[config.mk]
export PLATFORM = sky130hd
export DESIGN_NAME = tdm_demux8
export DESIGN_NICKNAME = d
export VERILOG_FILES = /design/src/rtl/tdm_demux8.sv
export SDC_FILE = /design/constraint.sdc
export NUM_CORES = 1
export LEC_CHECK = 0
export CAP_MARGIN = 20
export CORE_MARGIN = 2
export CORE_UTILIZATION = 26
export CTS_BUF_LIST = sky130_fd_sc_hd__clkbuf_4 sky130_fd_sc_hd__clkbuf_8
export DETAILED_ROUTE_END_ITERATION = 7
export PLACE_DENSITY_LB_ADDON = 0.3
export SLEW_MARGIN = 20
export SYNTH_ARGS = -nofsm -noshare
export SYNTH_HDL_FRONTEND = slang
export SYNTH_SLANG_ARGS = --single-unit
[constraint.sdc]
create_clock -name clk -period 2.4 [get_ports clk]
set_clock_uncertainty 0.15 [all_clocks]
set_input_delay 0.6 -clock clk [delete_from_list [all_inputs] [get_ports clk]]
set_output_delay 0.6 -clock clk [all_outputs]
set_load 0.1 [all_outputs]
[src/rtl/tdm_demux8.sv]
// Eight-slot TDM demultiplexer: recovers lanes Y0..Y7 from one serialized lane framed by frame_sync.
// Define TDM_DEMUX_STRICT_SYNC_EN to require frame_sync at every slot 0 (otherwise flywheel framing).
module tdm_demux8 #(
  parameter int W = 1
) (
  input  logic         clk,
  input  logic         rst,
  input  logic         en,
  input  logic [W-1:0] din,
  input  logic         frame_sync,
  output logic [W-1:0] Y0,
  output logic [W-1:0] Y1,
  output logic [W-1:0] Y2,
  output logic [W-1:0] Y3,
  output logic [W-1:0] Y4,
  output logic [W-1:0] Y5,
  output logic [W-1:0] Y6,
  output logic [W-1:0] Y7,
  output logic         frame_valid,
  output logic         sync_err,
  output logic         locked,
  output logic [2:0]   slot
);

  typedef enum logic {HUNT = 1'b0, LOCKED = 1'b1} state_t;

  state_t       state_q, state_d;
  logic [2:0]   slot_q, slot_d;
  logic         frame_valid_q, frame_valid_d;
  logic         sync_err_q, sync_err_d;
  logic [W-1:0] y_q [8];
  logic [W-1:0] shadow_q [8];
  logic         shadow_we;
  logic [2:0]   shadow_idx;
  logic         y_load;

  always_comb begin
    state_d       = state_q;
    slot_d        = slot_q;
    frame_valid_d = 1'b0;
    sync_err_d    = 1'b0;
    shadow_we     = 1'b0;
    shadow_idx    = slot_q;
    y_load        = 1'b0;
    case (state_q)
      HUNT: begin
        if (en && frame_sync) begin
          shadow_we  = 1'b1;
          shadow_idx = 3'd0;
          slot_d     = 3'd1;
          state_d    = LOCKED;
        end else begin
          slot_d = 3'd0;
        end
      end
      LOCKED: begin
        if (!en) begin
          slot_d = slot_q;
        end else if (frame_sync && (slot_q != 3'd0)) begin
          // Early sync wins over completion at slot 7: restart the frame, Y stays put.
          sync_err_d = 1'b1;
          shadow_we  = 1'b1;
          shadow_idx = 3'd0;
          slot_d     = 3'd1;
`ifdef TDM_DEMUX_STRICT_SYNC_EN
        end else if (!frame_sync && (slot_q == 3'd0)) begin
          sync_err_d = 1'b1;
          slot_d     = 3'd0;
          state_d    = HUNT;
`endif
        end else begin
          shadow_we = 1'b1;
          slot_d    = slot_q + 3'd1;
          if (slot_q == 3'd7) begin
            y_load        = 1'b1;
            frame_valid_d = 1'b1;
          end else begin
            y_load = 1'b0;
          end
        end
      end
      default: begin
        state_d = HUNT;
        slot_d  = 3'd0;
      end
    endcase
  end

  always_ff @(posedge clk or posedge rst) begin
    if (rst) begin
      state_q       <= HUNT;
      slot_q        <= 3'd0;
      frame_valid_q <= 1'b0;
      sync_err_q    <= 1'b0;
      for (int i = 0; i < 8; i++) y_q[i] <= '0;
    end else begin
      state_q       <= state_d;
      slot_q        <= slot_d;
      frame_valid_q <= frame_valid_d;
      sync_err_q    <= sync_err_d;
      if (y_load) begin
        for (int i = 0; i < 7; i++) y_q[i] <= shadow_q[i];
        y_q[7] <= din;
      end
    end
  end

  // Shadow storage carries no reset: Y only ever loads slots written in the current frame.
  always_ff @(posedge clk) begin
    if (shadow_we) shadow_q[shadow_idx] <= din;
  end

  assign Y0          = y_q[0];
  assign Y1          = y_q[1];
  assign Y2          = y_q[2];
  assign Y3          = y_q[3];
  assign Y4          = y_q[4];
  assign Y5          = y_q[5];
  assign Y6          = y_q[6];
  assign Y7          = y_q[7];
  assign frame_valid = frame_valid_q;
  assign sync_err    = sync_err_q;
  assign locked      = (state_q == LOCKED);
  assign slot        = slot_q;

endmodule

# Word-level counts from Yosys, hierarchy flattened
# Memory sizes are Yosys's and may differ from the RTL's. A register that Yosys moved wholly into a read port is not among the register bits.
# Index checks and enable logic that the tools add are counted.
[classes] n_addsub=1 n_eq_ne=2 n_mux=21 bitwise=1 n_reduce_logical=3
[ops] op="3-bit two-way mux" n=5
[ops] op="1-bit two-way mux" n=13
[ops] op="3-bit one-hot mux with 2 select lines" n=2
[ops] op="3-bit by 1-bit adder with 3-bit output (second input constant)" n=1
[ops] op="3-bit equality test (second input constant)" n=1
[ops] op="3-bit nonzero test" n=1
[ops] op="1-bit logical AND" n=2
[ops] op="2-bit != test (second input constant)" n=1
[ops] op="1-bit one-hot mux with 2 select lines" n=1
[ops] op="1-bit inverter" n=1
[word_totals] regBits=7 mem_bits_rw=8 word_cells=34 n_memories=1
[memory_table] name="shadow_q" depth=8 word_bits=1 rd=7 rd_ports_with_merged_regs=7 wr=1 line_no="32" source="logic [W-1:0] shadow_q [8];"

# Longest topological paths before layout
[logic_depth] ltp_word=5 mapped_depth=5 mapped_depth_nobuf=5

# Worst setup path before layout
# Ideal clock, no wire load.
[synth_timing] kind="register -> register" from="register slot_q[1], in the netlist slot[1]" to="register y_q, in the netlist Y0 (read register of shadow_q)" setup_time_ns=0.125 arrival_ns=2.103 t_required_ns=2.125 path_slack_ns=0.022 stages_incl_launch_ff=6 path_buffers=0 period_less_slack_ns=2.378 path_cell_list="dfrtp_1 > ha_1 > ha_1 > nand3_1 > a21oi_4 > mux2_2"
[synth_between] elab_chain_len=5 elab_cells_between_ends=7 cone_classes="eq/ne: 1; mux: 4; reduce/logical: 2"
[synth_rtl] item="start, declared" line_no="28" source="logic [2:0] slot_q, slot_d;"
[synth_rtl] item="start signal, assigned" line_no="98" source="slot_q <= slot_d;"
[synth_rtl] item="3-bit equality test / 3-bit nonzero test (equally long branches)" line_no="74, 59"
[synth_rtl] item="1-bit two-way mux / 1-bit logical AND (equally long branches)"
[synth_rtl] item="1-bit two-way mux (*) (3 in series)"
[synth_rtl] item="via frame_valid_d" line_no="29" source="logic frame_valid_q, frame_valid_d;"
[synth_rtl] item="end, declared" line_no="31" source="logic [W-1:0] y_q [8];"
# Mark *: on every way through the listed nets, which the timed path passes. The rest lies on a longest branch.
# A chain may end at the register's enable or synchronous reset.

# Worst setup path in the final report
[layout_timing] from="input port en" to="memory shadow_q[2], enable pin"
[layout_between] elab_chain_len=5 elab_cells_between_ends=9 cone_classes="mux: 8; reduce/logical: 1"
[layout_rtl] item="start, declared" line_no="8" source="input logic en,"
[layout_rtl] item="1-bit logical AND" line_no="47" source="if (en && frame_sync) begin"
[layout_rtl] item="1-bit two-way mux" line_no="47"
[layout_rtl] item="1-bit one-hot mux with 2 select lines" line_no="45" source="case (state_q)"
[layout_rtl] item="1-bit two-way mux" line_no="110" source="if (shadow_we) shadow_q[shadow_idx] <= din;"
[layout_rtl] item="1-bit two-way mux (not written as such)" line_no="110"
[layout_rtl] item="end, declared" line_no="32"
# Several ways; a longest one is shown, not always the timed one.

==> summary.txt <==
Clock tree
  • CTS tree: yes
  • Worst-Skew Late Latency: 0.30 ns
  • Total CTS buffers: 3
  • Gates resized, CTS repair: 0
  • H-tree lvl count: 1
  • Max clock buf depth: 2
  • Clock sinks: 21
  • Root Buffer: clkbuf_4
  • Clk slew on worst S/H paths: 0.11 ns
  • # hold bufs at CTS: 0
  • Post-CTS Setup Inserts: 0

Floorplanning
  • Core area: 0.00336 mm²
  • Die width: 63.6 µm
  • Die ar.: 0.00404 mm²
  • Die height: 63.6 µm
  • # IOs: 19
  • Row cnt: 21
  • Initial Util: 0.274

Detailed routing
  • Residual DRC count: 0
  • Initial DRC count: 7
  • Via count: 596
  • Final WL: 1.63 mm
  • DR vias/cell: 4.35
  • WL/cell: 11.9 µm
  • Final ANT Viol Nets: 0
  • Pre-antenna DRT Iters: 4

Critical path
  • R2r startpoint: slot[1]
  • Crit Path Category: in -> reg
  • Crit path capture: shadow_q[2]
  • Slack of the worst reg-to-reg path: 0.28 ns
  • Worst Reg-to-Reg Cells: 4
  • Critical path arrival: 1.93 ns
  • Startpoint types: primary input
  • Nature of the critical path endpoint: flop
  • Worst Path Required: 2.20 ns
  • Crit path from: en
  • Critical Path Fanout Max: 6
  • R2R Path End: shadow_q[2]

Timing
  • F_max: 469 MHz
  • Max Slew Vio Count: 0
  • Hold Violations, Final: 0
  • Final Setup Violations: 0
  • Worst-Margin Slew: 0.620 ns
  • Headroom to the max-slew limit: 0.576
  • RSZ-0062 raised after global routing: false
  • Clock period minus worst slack: 2.13 ns
  • Setup TNS: 0 ns
  • Final period utilization: 0.888

Run
  • Max cap viols: 0

Logic synthesis
  • Async set-reset flop share out of synthesis: 0.667
  • Dominant cell type by area after synthesis: dfrtp_1
  • Main synth FF type: dfrtp_1
  • Count of different cell masters after synthesis: 25
  • Post-synth top area share: 0.380
  • Synth top cells by count: dfrtp_1, mux2_2, edfxtp_1
  • Total of warnings raised by yosys: 0
  • Yosys reg bits: 21
  • Syn_nets: 77
  • Post-synth EDFFs: 7
  • Register area share after synthesis: 0.608
  • Most frequent cell after synthesis: dfrtp_1
  • Synth Cell Area: 922 µm²
  • Mapped Cells: 69
  • Synth top area cells: dfrtp_1, edfxtp_1, mux2_2, ha_1, a21oi_1
  • Syn avg cell area: 13.4 µm²

Cells and area
  • Fill cells: 367
  • Synth-to-layout area growth: 28.0%
  • Multi-input gate area: 330 µm²
  • Ant diodes: 0
  • Final #Nets: 100
  • Share of layout cells above drive strength 1: 0.352
  • Register area: 561 µm²

GRT
  • Largest net degree at the start of global routing: 15
  • Vias in the first global route: 614
  • First-pass GRT wire length: 2.95 mm
  • Antenna violations before repair: 0
  • All-Layer GR Usage: 0.0921
  • Global route overflow: 0

Status
  • Status: completed

Place
  • IO buf count: 18
  • HPWL after DPL: 1.18 mm
  • RePlAce Congestion: 0.787

Worst hold path
  • Hold WC Path Type: reg -> reg
-- layout make-up --
type | count | share of cell area
multi-input combinational | 42 | 0.280
sequential | 21 | 0.475
timing repair buffer | 21 | 0.163
inverter | 3 | 0.00954
clock buffer | 3 | 0.0191
tap | 46 | 0.0488
clock inverter | 1 | 0.00424
-- state kept, by name (all words and copies together), names as in the netlist --
signal and cells:
Y0 1, Y1 1, Y2 1, Y3 1, Y4 1, Y5 1
Y6 1, Y7 1, frame_valid 1, locked 1, shadow_q 7, slot 3
sync_err 1
-- layer usage --
metal / track usage / up-vias / part of all wire
li1: - / 300 / -
met1: 0.126 / 277 / 0.47
met3: 0.0357 / 0 / 0.066
met2: 0.139 / 19 / 0.46
met4: 0.0163 / 0 / 0
met5: 0 / - / 0
-- how the worst min path moves through the flow --
stage,from,end,depth (start not counted)
after floorplan,shadow_q[0],Y0,1
after global placement,shadow_q[3],Y3,1
after detailed placement,shadow_q[4],Y4,1
after CTS,shadow_q[4],Y4,1
after global routing,shadow_q[5],Y5,1
final,shadow_q[4],Y4,1
-- placed cells by master, fill, tap and decap left out --
master	n
buf_4	15
dfrtp_1	14
mux2_2	8
edfxtp_1	7
nand2_1	5
nand3_1	4
a21oi_1	4
clkdlybuf4s50_1	4
inv_1	3
ha_1	3
clkbuf_4	3
o21a_1	2
o21ai_0	2
nor4b_1	2
buf_12	2
nand2b_4	1
a21oi_4	1
nor2_1	1
a2111oi_0	1
or2_2	1
o211ai_1	1
and4b_1	1
nor3_1	1
a21boi_0	1
and4_1	1
a21o_1	1
nor2b_1	1
clkinv_2	1
-- kinds of logic (layout without fill, tap and decap cells) --
family | after synthesis | after routing | share of synthesized area
adders and majority gates | 3 | 3 | 0.0407
DFF | 21 | 21 | 0.608
and+or+nand+nor | 18 | 18 | 0.119
buffers and inverters | 6 | 28 | 0.0339
AOI/OAI and AO/OA | 13 | 13 | 0.100
muxes | 8 | 8 | 0.0977
-- metrics by stage --
step / cell area [µm²] / hold WS [ns] / setup WS [ns] / instances / utilization
after floorplan: 922 / 0.304 / 0.0218 / 69 / -
after global placement: 1150 / 0.313 / -0.0120 / 133 / 0.343
after detailed placement: 1150 / 0.318 / -0.0513 / 133 / 0.343
after CTS: 1180 / 0.346 / 0.287 / 137 / 0.351
after global routing: 1180 / 0.364 / 0.173 / 137 / 0.351
final: 1180 / 0.339 / 0.270 / 137 / 0.351
-- worst max-delay path, stage by stage --
cell,delay (ns)
clkdlybuf4s50_1,0.58
nand3_1,0.13
a2111oi_0,0.61
Power is not shown: default switching activity piles up to over one toggle a cycle in this logic, so the estimate is an artifact.
==> edit, RTL diff (same settings) <==
Put one more register stage on the output `sync_err`, with the module's reset. The value now appears one clock later. The other outputs are not delayed to match.
--- a/src/rtl/tdm_demux8.sv
+++ b/src/rtl/tdm_demux8.sv
@@ -119,7 +119,13 @@
   assign Y6          = y_q[6];
   assign Y7          = y_q[7];
   assign frame_valid = frame_valid_q;
-  assign sync_err    = sync_err_q;
+  always_ff @(posedge clk or posedge rst) begin
+    if (rst) begin
+      sync_err <= '0;
+    end else begin
+      sync_err <= sync_err_q;
+    end
+  end
   assign locked      = (state_q == LOCKED);
   assign slot        = slot_q;
 
Formal check against the unedited RTL: not equivalent (Yosys sat finds a counterexample within 4 cycles, from zero or initial values and one cycle with rst high).
==> edit against the original RTL <==
- setup slack improved by 0.13 ns
- count of clock-buffer cells in the layout is 1 higher
- area after synthesis rose by 2.7%
- sequential cell count grew 1
- design area grew 6.5%
- non-clock buffer count up 4
- synthesized cell count up 1.4%
- critical path depth rose by 1
- routed wire length up 3.7%
Power is not shown: default switching activity piles up to over one toggle a cycle in this logic, so the estimate is an artifact.
==> edit: results (changes against the original RTL) <==
* Overall fraction of global-route tracks in use: 9.37% (+0.15 points)
- Cell Count Post-Placement: 138 (+3.8%)
- Largest register FFs: 7 (unchanged)
* Total detailed-routing wirelength: 1.69 mm (+3.7%)
- List of most frequent post-synthesis cells: 15 x sky130_fd_sc_hd__dfrtp_1, 8 x sky130_fd_sc_hd__mux2_2, 7 x sky130_fd_sc_hd__edfxtp_1, 5 x sky130_fd_sc_hd__nand2_1
- The number of global-route vias before repair is 608 (-0.98%).
- Global placer's final weighted congestion: 0.801 (+1.8%)
- Fraction of the yosys area taken by sequential cells: 61.8% (+1.0 points)
* Vias after detailed routing: 625 (+4.9%)
- Min-Delay Endpoint: sync_err
- Worst-path maximum fanout: 6 (unchanged)
- The worst hold path begins at sync_err_q.
- Worst Tran Pin Value: 0.569 ns (-0.0516 ns)
- By area the synthesized netlist is led by sky130_fd_sc_hd__dfrtp_1 40%, sky130_fd_sc_hd__edfxtp_1 22%, sky130_fd_sc_hd__mux2_2 9.5%, sky130_fd_sc_hd__ha_1 4.0%, sky130_fd_sc_hd__a21oi_1 2.1%.
- The post-synthesis cell count is 70 (+1.4%).
- The count of cells along the worst hold path came to 0 (-1).
* Post-DP HPWL: 1.21 mm (+2.9%)
- Routed vias/inst: 4.40 (+1.2%)
- Count of routing violations after the opening detailed-route iteration: 12 (+5)
- Register-to-register path setup slack: 0.44 ns (+0.16 ns)
- Wire length of the first global-routing pass: 2.93 mm (-0.48%)
* Worst reg-to-reg path cell count: 5 (+1)
- Pin count of the biggest net entering global routing: 16 (+1)
- The final-stage net count is 105 (+5.0%).
- Result of the run: finished clean
- The proportion of register bits with asynchronous set or reset after synthesis was 68.2% (+1.5 points).
* Net count of the mapped netlist: 78 (+1.3%)
- Worst flop-to-flop path endpoint: Y4
## edit: worst max path at each step
stage / from / to / slack [ns] / depth (start not counted)
4_1_cts: en / Y5 / 0.42 / 4
5_1_grt: slot[1] / shadow_q[2] / 0.25 / 4
6_report: en / shadow_q[4] / 0.40 / 4
2_1_floorplan: slot[1] / Y0 / 0.02 / 5
3_5_place_dp: en / Y5 / 0.08 / 4
3_3_place_gp: en / Y7 / 0.11 / 4
## edit: per-layer routing
layer / global-route usage, % / part of all wire, % / up-vias / wire [um]
li1: - / - / 307 / -
met1: 13.4 / 48 / 298 / 818
met2: 13.4 / 45 / 18 / 764
met3: 2.29 / 5.1 / 2 / 86
met4: 3.99 / 1.4 / 0 / 24
met5: 0 / 0 / - / 0
## edit: cell families after synthesis
| kind of cell | count (synthesis) | synth area share, % |
|---|---|---|
| flip-flops | 22 | 61.8 |
| AND/OR/NAND/NOR | 18 | 11.6 |
| AO/OA/AOI/OAI | 13 | 9.78 |
| multiplexers | 8 | 9.51 |
| buffers and inverters | 6 | 3.30 |
| adder cells (fa/ha/maj) | 3 | 3.96 |
## edit: critical path, cell delays in order
cell                              delay, ns
sky130_fd_sc_hd__clkdlybuf4s50_1       0.57
sky130_fd_sc_hd__nand3_1               0.12
sky130_fd_sc_hd__buf_4                 0.16
sky130_fd_sc_hd__nor4b_1               0.36
## edit: stage by stage
step / cell area (um^2) / hold WS [ns] / worst slack (ns)
finish: 1260 / 0.215 / 0.398
CTS: 1260 / 0.220 / 0.417
global route: 1260 / 0.229 / 0.251
detailed placement: 1220 / 0.193 / 0.0815
global placement: 1220 / 0.188 / 0.111
floorplan: 947 / 0.181 / 0.0218
## edit: area by class of cell
type                            count  area [um^2]
Fill cell                         344         2160
Sequential cell                    22          586
Multi-Input combinational cell     42          330
Timing Repair Buffer               25          235
Tap cell                           46         57.6
Clock buffer                        4         36.3
Inverter                            3         11.3
